$ cat src/rtl/ff_reg_arbiter.sv
// Shared WIDTH-bit register bank updated by NREQ requesters through a round-robin
// arbiter; each granted request applies one LOAD/SET/CLR/TOG operation under a data mask.
module ff_reg_arbiter #(
  parameter int NREQ  = 4,
  parameter int WIDTH = 8,
  localparam int IDW  = $clog2(NREQ)
) (
  input  logic                  clk,
  input  logic                  rst,
  input  logic [NREQ-1:0]       req,
  input  logic [2*NREQ-1:0]     op,
  input  logic [WIDTH*NREQ-1:0] wdata,
  output logic [NREQ-1:0]       gnt,
  output logic                  busy,
  output logic [WIDTH-1:0]      q,
  output logic                  done,
  output logic [IDW-1:0]        done_id
);

  localparam logic [1:0] S_IDLE = 2'd0;
  localparam logic [1:0] S_EXEC = 2'd1;
  localparam logic [1:0] S_WAIT = 2'd2;

  localparam logic [1:0] OP_LOAD = 2'b00;
  localparam logic [1:0] OP_SET  = 2'b01;
  localparam logic [1:0] OP_CLR  = 2'b10;
  localparam logic [1:0] OP_TOG  = 2'b11;

  localparam logic [IDW-1:0] PTR_RESET = IDW'(NREQ - 1);

  logic [1:0]       state_q, state_d;
  logic [IDW-1:0]   ptr_q, ptr_d;
  logic [NREQ-1:0]  gnt_q, gnt_d;
  logic             done_q, done_d;
  logic [IDW-1:0]   done_id_q, done_id_d;
  logic [WIDTH-1:0] q_q, q_d;
  logic [1:0]       cap_op_q, cap_op_d;
  logic [WIDTH-1:0] cap_data_q, cap_data_d;
  logic [IDW-1:0]   cap_id_q, cap_id_d;

  logic             win_found;
  logic [IDW-1:0]   win_idx;

  function automatic logic [WIDTH-1:0] apply_op(
    input logic [WIDTH-1:0] cur,
    input logic [1:0]       opc,
    input logic [WIDTH-1:0] d
  );
    logic [WIDTH-1:0] res;
    case (opc)
      OP_LOAD: res = d;
      OP_SET:  res = cur | d;
      OP_CLR:  res = cur & ~d;
      OP_TOG:  res = cur ^ d;
      default: res = cur;
    endcase
    return res;
  endfunction

  // Round-robin search: first requester after the last winner, wrapping modulo NREQ.
  always_comb begin : arb_search
    int             sum;
    logic [IDW-1:0] cand;
    sum       = 0;
    cand      = '0;
    win_found = 1'b0;
    win_idx   = '0;
    for (int k = 1; k <= NREQ; k++) begin
      sum = int'(ptr_q) + k;
      if (sum >= NREQ) begin
        sum = sum - NREQ;
      end else begin
        sum = sum;
      end
      cand = IDW'(sum);
      if (!win_found && req[cand]) begin
        win_found = 1'b1;
        win_idx   = cand;
      end else begin
        win_found = win_found;
      end
    end
  end

  always_comb begin
    state_d    = state_q;
    ptr_d      = ptr_q;
    gnt_d      = gnt_q;
    done_d     = done_q;
    done_id_d  = done_id_q;
    q_d        = q_q;
    cap_op_d   = cap_op_q;
    cap_data_d = cap_data_q;
    cap_id_d   = cap_id_q;
    case (state_q)
      S_IDLE: begin
        done_d = 1'b0;
        if (win_found) begin
          gnt_d          = '0;
          gnt_d[win_idx] = 1'b1;
          cap_id_d       = win_idx;
          cap_op_d       = op[2*win_idx +: 2];
          cap_data_d     = wdata[WIDTH*win_idx +: WIDTH];
          state_d        = S_EXEC;
        end else begin
          gnt_d   = '0;
          state_d = S_IDLE;
        end
      end
      S_EXEC: begin
        q_d       = apply_op(q_q, cap_op_q, cap_data_q);
        done_d    = 1'b1;
        done_id_d = cap_id_q;
        gnt_d     = '0;
        ptr_d     = cap_id_q;
        state_d   = S_WAIT;
      end
      // Dead cycle lets the served requester drop req before the next arbitration.
      S_WAIT: begin
        done_d  = 1'b0;
        gnt_d   = '0;
        state_d = S_IDLE;
      end
      default: begin
        done_d  = 1'b0;
        gnt_d   = '0;
        state_d = S_IDLE;
      end
    endcase
  end

  // State and datapath registers; reset aborts any operation in flight.
  always_ff @(posedge clk) begin
    if (rst) begin
      state_q    <= S_IDLE;
      ptr_q      <= PTR_RESET;
      gnt_q      <= '0;
      done_q     <= 1'b0;
      done_id_q  <= '0;
      q_q        <= '0;
      cap_op_q   <= 2'b00;
      cap_data_q <= '0;
      cap_id_q   <= '0;
    end else begin
      state_q    <= state_d;
      ptr_q      <= ptr_d;
      gnt_q      <= gnt_d;
      done_q     <= done_d;
      done_id_q  <= done_id_d;
      q_q        <= q_d;
      cap_op_q   <= cap_op_d;
      cap_data_q <= cap_data_d;
      cap_id_q   <= cap_id_d;
    end
  end

  assign gnt     = gnt_q;
  assign busy    = (state_q != S_IDLE);
  assign q       = q_q;
  assign done    = done_q;
  assign done_id = done_id_q;

endmodule

$ cat config.mk
export PLATFORM = sky130hd
export DESIGN_NAME = ff_reg_arbiter
export DESIGN_NICKNAME = d
export VERILOG_FILES = /design/src/rtl/ff_reg_arbiter.sv
export SDC_FILE = /design/constraint.sdc
export NUM_CORES = 1
export LEC_CHECK = 0
export ABC_AREA = 1
export BUFFER_PORTS_ARGS = -buffer_cell sky130_fd_sc_hd__buf_2
export CAP_MARGIN = 10
export CORE_ASPECT_RATIO = 0.75
export CORE_MARGIN = 3
export CORE_UTILIZATION = 48
export CTS_BUF_LIST = sky130_fd_sc_hd__clkbuf_4
export DETAILED_ROUTE_END_ITERATION = 8
export PLACE_DENSITY = 0.89
export SYNTH_ARGS = -nofsm -noshare
export SYNTH_HDL_FRONTEND = slang
export SYNTH_SLANG_ARGS = --single-unit
$ cat constraint.sdc
create_clock -name clk -period 1.5 [get_ports clk]
set_input_delay 0 -clock clk [delete_from_list [all_inputs] [get_ports clk]]
set_output_delay 0 -clock clk [all_outputs]
set_load 0.005 [all_outputs]
Yosys cells after proc, flatten, opt, wreduce, memory -nomap -nowiden --
Index checks and enable logic that the tools add are counted.
Cells by class: $mul 0, divide/modulo/power cells 0, reductions and logical operators 12, shifts and indexed selects 2, mux-type cells 26, order comparisons 10, eq/ne operators 4, $add $sub $neg 8, bitwise operators 6
Operators with widths (count):
- case mux 8 bit (4 select lines) | 1
- indexed part select 32 x 6 -> 8 bit | 1
- two-way mux 2 bit | 8
- less-than comparator 2 x 3 -> 1 bit (second input constant) | 5
- two-way mux 1 bit | 11
- greater-or-equal comparator 3 bit (second input constant) | 3
- bitwise AND 8 bit | 1
- binary-select mux 1 bit (select 2 bit) | 4
- inverter 8 bit | 1
- bitwise OR 8 bit | 1
- indexed part select 8 x 4 -> 2 bit | 1
- subtractor 2 x 1 -> 2 bit (second input constant) | 4
- bitwise XOR 8 bit | 1
- adder 2 x 2 -> 3 bit (second input constant) | 2
- adder 2 x 3 -> 4 bit (second input constant) | 1
- equality test 2 x 1 -> 1 bit (second input constant) | 2
- equality test 2 bit (second input constant) | 2
- greater-or-equal comparator 4 x 3 -> 1 bit (second input constant) | 1
- logical AND 1 bit | 4
- zero test 2 bit | 2
- case mux 2 bit (2 select lines) | 1
- adder 2 x 1 -> 3 bit (second input constant) | 1
- zero test 1 bit | 3
- OR reduction 3 bit | 1
- 5 further kinds | 6
Word-level totals: memory bits (writable) 0, latch bits 0, word-level logic and storage cells 77, memory bits (read-only) 0, output and inout port bits 16, memories 0, register bits 31

Logic depth before layout (Yosys ltp) --
Gate-level depths: netlist (run 1).
word-level depth 19, depth in mapped cells 17, depth with buffers taken out 15

Worst setup path before layout (run 1) --
No wires, ideal clock.
kind reg-to-reg, start register ptr_q[0], end register cap_op_q[1], cell stages (with the launch flop) 14, arrival time 1.529 ns, path slack -0.143 ns, library setup time 0.115 ns, buffers on the path 2, required time 1.385 ns, cells stage by stage dfxtp_1 > buf_4 > inv_4 > nand2_2 > nand2_1 > nand2_1 > nand2_1 > nor2_4 > nand3_4 > nand3_2 > inv_2 > buf_6 > o21ai_1 > nor2_1
Between the ends: word-level cells in the longest chain between the ends 16, elaborated cells on any way between the ends 40, those cells by class add/sub (8); order compare (4); shift (1); mux (20); reduce/logical (7)
RTL lines:
- start, declared | RTL line 32 | logic [IDW-1:0] ptr_q, ptr_d;
- start signal, assigned | RTL line 146 | ptr_q <= ptr_d;
- adder 2 x 1 -> 3 bit | RTL line 69 | sum = int'(ptr_q) + k;
- greater-or-equal comparator 3 bit / subtractor 2 x 1 -> 2 bit (equally long branches) | RTL line 70, 71
- two-way mux 2 bit | RTL line 70 | if (sum >= NREQ) begin
- binary-select mux 1 bit (select 2 bit) | RTL line 76 | if (!win_found && req[cand]) begin
- two-way mux 1 bit (implied by the code) | RTL line 76
- two-way mux 1 bit | RTL line 76
- zero test 1 bit | RTL line 76
- logical AND 1 bit | RTL line 76
- two-way mux 1 bit | RTL line 76
- zero test 1 bit | RTL line 76
- logical AND 1 bit | RTL line 76
- two-way mux 1 bit | RTL line 76
- zero test 1 bit | RTL line 76
- logical AND 1 bit | RTL line 76
- two-way mux 2 bit / two-way mux 1 bit (equally long branches) | RTL line 76
- indexed part select 8 x 4 -> 2 bit / AND reduction 2 bit (equally long branches)
- end signal, assigned | RTL line 151 | cap_op_q <= cap_op_d;
- end, declared | RTL line 37 | logic [1:0] cap_op_q, cap_op_d;
Parallel ways exist; a longest one is shown, timed or not. The select of a mux whose other input is x is not followed. A chain may end at the register's enable or synchronous reset.

Final worst setup path (run 1) --
Ends and elaborated chain as after synthesis.

==> flow_metrics.tcl, run 1 <==
set metrics [dict create \
    die_x_um 82.0 \
    slew_headroom 0.761 \
    dpl.hpwl_um 4130 \
    design_area_mm2 0.00290 \
    layout_commonest_cell "nand2_1" \
    hold_end "cap_data_q[2]" \
    dominantRegCellSynth "dfxtp_1" \
    hold_path_class "primary input to flop" \
    ff2ff_path_depth 15 \
    wl_per_cell_um 14.0 \
    stdcell_count 456 \
    r2r_start "ptr_q[0]" \
    syn_area_mm2 0.00208 \
    first_iter_violations 270 \
    clkLatencyLatePin_ps 330 \
    fin_ws_ps -324 \
    vias_per_cell 5.44 \
    die_h_um 63.0 \
    setup_viol 16 \
    worstMarginPinSlew_ps 359 \
    placedCellCount 436 \
    grt_max_degree 21 \
    synth_edf_count 0 \
    syn_inst 313 \
    final_util 0.707 \
    overflow 0 \
    period_share 1.22 \
    cp-startpoint "ptr_q[0]" \
    slew_viol_final 0 \
    critPathKind "flop to flop" \
    synth_seq_cells 30 \
    placed_area_mm2 0.00255 \
    worstSetupStartpointType "flop" \
    via_count 2481 \
    grt_first_pass_wirelength_um 10200 \
    layout_common_cells "81 x nand2_1, 61 x buf_2, 33 x inv_1" \
    pwr_density_cell_mw_per_mm2 2150 \
    max_freq_mhz 548 \
    cp_data_required_time_ps 1740 \
    synth_warnings 0 \
    skew_ps 14.7 \
    synth_seq_area_share 0.289 \
    hold_depth 5 \
    final_nets 462 \
    cts_buffer_depth 2 \
    rows 20 \
    antenna_found_initial 0 \
    numCtsBuffers 5 \
    routed_wl_um 6370 \
    critPathMaxFanout 8 \
    p_leak_nw 1.52 \
    end_kind "flop" \
    port-buffer-count 61 \
    n_antenna_cell 0 \
    r2r_end "cap_op_q[1]" \
    initial_core_util 0.507 \
    cts_root_buf "clkbuf_4" \
    synthesis.nets 375 \
    outcome "finished, violations left" \
    core-area_mm2 0.00410 \
    avgSynthCellArea_um2 6.65 \
    rrSetupSlack_ps -320 \
    rsz0062_at_grt "true" \
    cts_tree "done" \
    grt_util_all_layers 0.252 \
    path_clk_slew_ps 110 \
    drc 0 \
    maxCapViolCount 0 \
    drive_gt1_frac 0.364 \
    violations "setup timing" \
    io_pins 62 \
    critPathArrivalTime_ps 2060 \
    power_mw 6.23 \
    area_delta_synth_final_pct 39.5 \
    holdWs_ps 28.1 \
    cp_cell_sequence "inv_6 -> nand2_4 -> nand2_2 -> nand2_2 -> buf_4 -> nand2_1 -> nand2_1 -> nand2_2 -> inv_1 -> nand2_1 -> buf_4 -> nand3_1 -> nand3_2 -> nor2_4 -> nor2_1" \
    first_pass_iters 5 \
    first_global_vias 2318 \
    async_flop_share 0 \
    die-area_mm2 0.00517 \
    ir_drop_mv 1.66 \
    ys_types 27 \
    htreeDepth 2 \
    period_minus_slack_ps 1820 \
    finalHoldViolCount 0 \
    holdCritStartpoint "wdata[26]" \
    cp_slowest_cell "dfxtp_4" \
    final_antenna_net_count 0 \
    gp_congestion 0.889 \
    cts_num_sinks 30 \
    cpPeakStageDelay_ps 410 \
]
## power by group
group | internal, mW | switching [mW] | leakage [nW] | total (mW)
Combinational | 1.89 | 2.58 | 1.24 | 4.47
Clock | 0.174 | 0.306 | 0.0286 | 0.480
Sequential | 1.07 | 0.209 | 0.248 | 1.28
## how the worst max path moves through the flow
stage,to,slack (ps),depth (start not counted)
floorplan,cap_data_q[3],-110,15
global placement,cap_op_q[1],-360,13
detailed placement,cap_op_q[1],-390,13
CTS,cap_data_q[5],-240,15
global route,cap_op_q[1],-430,15
finish,cap_op_q[1],-320,15
## per-stage QoR
| stage | setup TNS, ps | worst slack (ps) |
|---|---|---|
| floorplan | -1110 | -113 |
| CTS | -3040 | -239 |
| detailed placement | -3890 | -392 |
| global placement | -3120 | -363 |
| global route | -5920 | -426 |
| finish | -4050 | -324 |
## layout make-up
type | instances | area (um2)
sequential | 30 | 608
clock buffer | 5 | 37.5
multi-input combinational | 233 | 1410
timing repair buffer | 90 | 594
inverter | 40 | 173
fill | 302 | 1200
tap | 55 | 68.8
clock inverter | 3 | 16.3
## cells in the mapped netlist, types with 2 or more instances
| library cell | instances | area share |
|---|---|---|
| buf_6 | 3 | 0.016 |
| o211ai_1 | 2 | 0.0072 |
| nand2_1 | 96 | 0.17 |
| nand3_1 | 40 | 0.096 |
| nand4_1 | 2 | 0.0060 |
| buf_2 | 3 | 0.0072 |
| nor3_1 | 4 | 0.0096 |
| a221oi_1 | 16 | 0.067 |
| dfxtp_1 | 30 | 0.29 |
| nand3_4 | 2 | 0.017 |
| inv_1 | 33 | 0.060 |
| nand2_2 | 5 | 0.015 |
| a21oi_1 | 17 | 0.041 |
| ha_1 | 16 | 0.096 |
| inv_2 | 5 | 0.0090 |
| nor2_4 | 2 | 0.011 |
| o21ai_0 | 4 | 0.0096 |
| clkbuf_1 | 2 | 0.0036 |
| buf_4 | 2 | 0.0072 |
| nor2_1 | 22 | 0.040 |
## layer usage
| metal | GRT usage | share of wire | routed length (um) | up-vias |
|---|---|---|---|---|
| met2 | 0.404 | 0.44 | 2830 | 138 |
| met1 | 0.322 | 0.43 | 2760 | 1119 |
| met5 | 0 | 0 | 0 | - |
| li1 | - | - | - | 1206 |
| met4 | 0.0975 | 0.022 | 142 | 0 |
| met3 | 0.0576 | 0.099 | 633 | 18 |
## cells by family after synthesis
logic type	count (synthesis)	synth area share
adder cells (fa/ha/maj)	16	0.0962
AO/OA/AOI/OAI	41	0.130
flip-flops	30	0.289
AND/OR/NAND/NOR	175	0.375
buffers and inverters	51	0.109
## critical path: cells and delay by family (launching register included)
kind	cells	cell delay, ps
flops	1	410
buf+inv	4	410
simple gates	11	920
## repair_timing
item | in CTS | in global routing
setup endpoints to repair | 16 | 17
pin swaps | 16 | 15
setup buffers | 7 | 2
hold buffers | 1 | 0
resized for setup | 40 | 14
endpoints found under the hold margin | 1 | 0
cloned | 2 | 0
## registers in the layout, summed over array words and instances, names as in the netlist
| register | flops |
|---|---|
| state_q | 2 |
| cap_id_q | 2 |
| done_id | 2 |
| cap_op_q | 2 |
| gnt | 4 |
| ptr_q | 2 |
| q | 8 |
| cap_data_q | 8 |
No activity file was read; power rests on OpenSTA's default activity.
==> run 2: changes to the inputs <==
- BUFFER_PORTS_ARGS: -buffer_cell sky130_fd_sc_hd__buf_2 -> -buffer_cell sky130_fd_sc_hd__clkbuf_2
==> run 2 against run 1 <==
The run still ends with setup timing left. Global-route usage is 1.4 points lower. Count of clock-buffer cells in the layout increased by 2. Die area did not move. Sequential share of layout area is 0.53 points lower. Via count up 4.1%. Cell count is 0.22% higher. Total power is 0.48% higher. Critical path type unchanged. Largest cell class unchanged.
==> flow_metrics.tcl, run 2 (synthesis gave the netlist of run 1 again) <==
set metrics [dict create \
    routed_wl_um 6750 \
    fin_tns_setup_ps -4840 \
    r2r_end "cap_data_q[0]" \
    n_antenna_cell 0 \
    cts_root_buf "clkbuf_4" \
    rsz0062_at_grt "true" \
    fillCellCount 299 \
    path_clk_slew_ps 110 \
    setup_viol 17 \
    use_met3 0.0504 \
    period_minus_slack_ps 1880 \
    pwr_density_cell_mw_per_mm2 2100 \
    cts_num_sinks 30 \
    max_freq_mhz 532 \
    violations "setup timing" \
    area_delta_synth_final_pct 43.1 \
    clkLatencyLatePin_ps 340 \
    grt_first_pass_wirelength_um 9690 \
    initial_core_util 0.507 \
    numCtsBuffers 5 \
    vias_per_cell 5.65 \
    hold_end "cap_data_q[2]" \
    cpPeakStageDelay_ps 370 \
    first_iter_violations 276 \
    ir_drop_mv 1.41 \
    end_kind "flop" \
    multi_input_area_mm2 0.00145 \
    core-area_mm2 0.00410 \
    drive_gt1_frac 0.400 \
    critPathMaxFanout 8 \
    p_leak_nw 1.55 \
    port-buffer-count 61 \
    drc 0 \
    worstSetupStartpointType "flop" \
    layout_commonest_cell "nand2_1" \
    worstMarginPinSlew_ps 444 \
    wl_per_cell_um 14.8 \
    design_area_mm2 0.00298 \
    r2r_start "ptr_q[1]" \
    gp_congestion 0.891 \
    maxCapViolCount 0 \
    hold_path_class "primary input to flop" \
    htreeDepth 2 \
    finalHoldViolCount 0 \
    die_h_um 63.0 \
    slew_headroom 0.704 \
    die-area_mm2 0.00517 \
    cts_tree "done" \
    cp_slowest_cell "dfxtp_4" \
    slew_viol_final 0 \
    cp_common_cell "nand2_1" \
    final_antenna_net_count 0 \
    hold_depth 5 \
    grt_util_all_layers 0.237 \
    final_util 0.726 \
    critPathArrivalTime_ps 2100 \
    cp_cell_sequence "inv_2 -> buf_4 -> nand3_1 -> nand2_1 -> inv_1 -> nand3_4 -> nand3_4 -> clkbuf_16 -> nand2_2 -> nand2_1 -> nand2_1 -> nand3_2 -> nand2_1 -> inv_1" \
    period_share 1.25 \
    holdCritStartpoint "wdata[10]" \
    grtUsageMet1 0.337 \
    die_x_um 82.0 \
    skew_ps 20.5 \
    grt_use_met2 0.354 \
    cts_buffer_depth 2 \
    critPathKind "flop to flop" \
    via_count 2583 \
    cp_data_required_time_ps 1720 \
    overflow 0 \
    antenna_found_initial 0 \
    first_global_vias 2149 \
    gr-max-usage-layer "met2" \
    placed_area_mm2 0.00256 \
    fin_ws_ps -380 \
    rrSetupSlack_ps -380 \
    first_pass_iters 5 \
    dpl.hpwl_um 4110 \
    ff2ff_path_depth 14 \
    rows 20 \
    io_pins 62 \
    outcome "finished, violations left" \
    layout_common_cells "66 x nand2_1, 61 x clkbuf_2, 33 x nand3_1" \
    final_nets 464 \
    grt_max_degree 21 \
    seqCellArea_um2 608 \
]
## run 2: cell types whose count changed in the layout (fill, tap and decap cells not counted), moves of 4 or more
cell / before / now
buf_2: 61 / 0
clkbuf_2: 0 / 61
inv_2: 2 / 6
nand2_1: 81 / 66
nand2_2: 16 / 26
nand2_4: 4 / 9
## run 2: what timing repair did
item | in CTS | in global routing
pin swaps | 1 | 24
hold buffers | 2 | 0
endpoints found under the hold margin | 2 | 0
gates cloned | 1 | 3
gates resized for setup | 19 | 46
setup endpoints to repair | 16 | 17
buffers inserted | 5 | 2
## run 2: layout make-up
type | count | share of cell area
multi-input cells | 233 | 0.486
repair buffers | 91 | 0.210
flip-flops and latches | 30 | 0.204
inverters | 40 | 0.0563
well taps | 55 | 0.0231
clock buffers | 7 | 0.0176
repair inverters | 1 | 0.00294
## run 2: power by group
| group | total, mW | leakage [nW] | internal (mW) | switching [mW] |
|---|---|---|---|---|
| Sequential | 1.28 | 0.248 | 1.07 | 0.208 |
| Combinational | 4.49 | 1.27 | 1.90 | 2.60 |
| Clock | 0.485 | 0.0322 | 0.213 | 0.273 |
## run 2: through the flow
step	hold slack (ps)	power, mW	setup slack, ps	std cells
after floorplan	83.9	3.68	-113	313
after global placement	316	4.52	-374	437
after detailed placement	335	4.61	-394	437
after CTS	35.6	5.42	-250	452
after global routing	31.6	6.72	-473	457
final	38.8	6.26	-380	457
## run 2: layer usage
layer / up-vias / part of all wire
met5: - / 0
met4: 0 / 0.020
met3: 20 / 0.10
met2: 181 / 0.47
met1: 1169 / 0.41
li1: 1213 / -
## run 2: how the worst max path moves through the flow
stage                     to  startpoint  slack [ps]
3_3_place_gp     cap_op_q[1]    ptr_q[0]        -370
3_5_place_dp     cap_op_q[1]    ptr_q[0]        -390
5_1_grt        cap_data_q[5]    ptr_q[0]        -470
6_report       cap_data_q[0]    ptr_q[1]        -380
4_1_cts        cap_data_q[1]    ptr_q[0]        -250
2_1_floorplan  cap_data_q[3]    ptr_q[0]        -110
## run 2: critical path, delay by kind of cell (launching register included)
kind | cells | cell delay (ps)
buffers and inverters | 5 | 600
and+or+nand+nor | 9 | 790
DFF | 1 | 370
==> run 3: changes to the inputs <==
- GPL_TIMING_DRIVEN: unset -> 0
==> run 3 against run 2 <==
The run still ends with setup timing left. Flip-flop and latch count is the same. Final area shrank 2.7%. Critical path depth is the same. Core utilization shrank 2.0 points. Via count shrank 3.6%. Global-route usage grew 2.5 points. Cell count shrank 0.88%. Maximum frequency grew 1.3%. Wire length shrank 3.3%. Critical path type unchanged. Critical endpoint is now cap_op_q[0]. Largest power group unchanged.
==> flow_metrics.tcl, run 3 (synthesis gave the netlist of run 1 again) <==
set metrics [dict create \
    worstSetupStartpointType "flop" \
    cp_slowest_cell "dfxtp_4" \
    antenna_found_initial 0 \
    numCtsBuffers 5 \
    hold_end "cap_data_q[3]" \
    critPathKind "flop to flop" \
    clkLatencyLatePin_ps 350 \
    routed_wl_um 6520 \
    rows 20 \
    violations "setup timing" \
    placed_area_mm2 0.00249 \
    setup_viol 16 \
    power_frac_comb 0.703 \
    gp_congestion 0.842 \
    io_pins 62 \
    critPathMaxFanout 8 \
    path_clk_slew_ps 100 \
    end_kind "flop" \
    core-area_mm2 0.00410 \
    swShare 0.508 \
    n_antenna_cell 0 \
    final_util 0.706 \
    cp_common_cell "nand2_1" \
    die_h_um 63.0 \
    area_delta_synth_final_pct 39.2 \
    critPathArrivalTime_ps 2100 \
    grt_first_pass_wirelength_um 10600 \
    slew_headroom 0.723 \
    drc 0 \
    placedCellCount 429 \
    r2r_end "cap_op_q[0]" \
    outcome "finished, violations left" \
    cts_buffer_depth 2 \
    maxCapViolCount 0 \
    r2r_start "ptr_q[0]" \
    layout_common_cells "71 x nand2_1, 62 x clkbuf_2, 33 x nand3_1" \
    critPathTopFamily "simple AND/OR/NAND/NOR gates" \
    die-area_mm2 0.00517 \
    rrSetupSlack_ps -360 \
    final_nets 459 \
    seqPwrFrac 0.215 \
    worst-path-stages 14 \
    finalHoldViolCount 0 \
    fin_ws_ps -356 \
    clockPowerShare 0.082 \
    holdCritStartpoint "wdata[3]" \
    dpl.hpwl_um 4240 \
    hold_path_class "primary input to flop" \
    first_iter_violations 156 \
    vias_per_cell 5.50 \
    crit_buf_inv 4 \
    max_freq_mhz 539 \
    hold_depth 7 \
    cts_root_buf "clkbuf_4" \
    worstMarginPinSlew_ps 416 \
    grt_util_all_layers 0.262 \
    slew_viol_final 0 \
    ff2ff_path_depth 14 \
    overflow 0 \
    cpPeakStageDelay_ps 390 \
    drive_gt1_frac 0.379 \
    period_share 1.24 \
    cp_cell_sequence "buf_6 -> nand2_1 -> nand3_1 -> nand2_1 -> inv_1 -> nand3_4 -> nand3_4 -> buf_6 -> nand2_2 -> nand2_2 -> nand2_1 -> nand3_2 -> nand2_1 -> inv_1" \
    intPower_mw 2.96 \
    initial_core_util 0.507 \
    switchingPower_mw 3.06 \
    grt_max_degree 11 \
    final_antenna_net_count 0 \
    die_x_um 82.0 \
    layout_commonest_cell "nand2_1" \
    fillCellCount 314 \
    cts_tree "done" \
    cp_data_required_time_ps 1740 \
    power_mw 6.01 \
    stdcell_count 453 \
    via_count 2490 \
    first_global_vias 2388 \
    cts_num_sinks 30 \
    rsz0062_at_grt "true" \
    design_area_mm2 0.00290 \
    p_leak_nw 1.49 \
    wl_per_cell_um 14.4 \
    pwr_density_cell_mw_per_mm2 2080 \
    port-buffer-count 61 \
    period_minus_slack_ps 1860 \
    htreeDepth 2 \
    first_pass_iters 4 \
    skew_ps 16.8 \
    ir_drop_mv 1.43 \
]
run 3: cell count changes in the layout (fill, tap and decap cells not counted), sizes merged:
cell / delta
dlygate4sd3: +4
buf: -7
clkbuf: -1
inv: +1
nor2: -1
run 3: per-layer routing:
layer | global-route usage | routed length, um | vias to the layer above | share of wire
met2 | 0.416 | 3060 | 133 | 0.47
met1 | 0.325 | 2790 | 1140 | 0.43
li1 | - | - | 1205 | -
met3 | 0.0821 | 570 | 12 | 0.087
met4 | 0.104 | 105 | 0 | 0.016
met5 | 0 | 0 | - | 0
run 3: repair_timing:
item,CTS,global route
pin swaps,17,12
gates resized for setup,42,32
buffers inserted,8,0
hold endpoints to repair,7,0
hold buffers,6,0
gates cloned,3,0
endpoints found under the setup margin,27,25
run 3: worst max path at each step:
| stage | slack, ps | from | to |
|---|---|---|---|
| after floorplan | -110 | ptr_q[0] | cap_data_q[3] |
| after global placement | -330 | ptr_q[0] | cap_data_q[5] |
| after detailed placement | -390 | ptr_q[0] | cap_data_q[1] |
| after CTS | -310 | ptr_q[0] | cap_data_q[6] |
| after global routing | -460 | ptr_q[0] | cap_data_q[7] |
| final | -360 | ptr_q[0] | cap_op_q[0] |
run 3: metrics by stage:
stage	hold slack (ps)	worst slack, ps	setup TNS, ps
after floorplan	83.9	-113	-1110
after global placement	225	-332	-5630
after detailed placement	223	-386	-6670
after CTS	9.82	-311	-3880
after global routing	37.9	-461	-5870
final	39.6	-356	-4350
run 3: power by group through the flow:
stage / clock, mW / sequential [mW] / combinational [mW]
5_1_grt: 0.541 / 1.32 / 4.62
4_1_cts: 0.500 / 1.25 / 3.87
2_1_floorplan: 0 / 1.23 / 2.46
3_5_place_dp: 0 / 1.26 / 3.22
3_3_place_gp: 0 / 1.24 / 3.13
6_report: 0.493 / 1.29 / 4.23
run 3: cell type report:
| cell class | instances | area [um2] | share of cell area |
|---|---|---|---|
| flip-flops and latches | 30 | 608 | 0.210 |
| repair buffers | 78 | 479 | 0.165 |
| clock inverters | 2 | 8.76 | 0.00302 |
| plain buffers | 10 | 96.3 | 0.0333 |
| clock buffers | 6 | 45.0 | 0.0156 |
| inverters | 40 | 170 | 0.0587 |
| multi-input cells | 232 | 1420 | 0.490 |
| well taps | 55 | 68.8 | 0.0238 |
run 3: worst reg2reg max path, delay by kind of cell, from the launching register on:
family / cells / cell delay, ps
buf+inv: 4 / 410
flops: 1 / 390
simple gates: 10 / 960
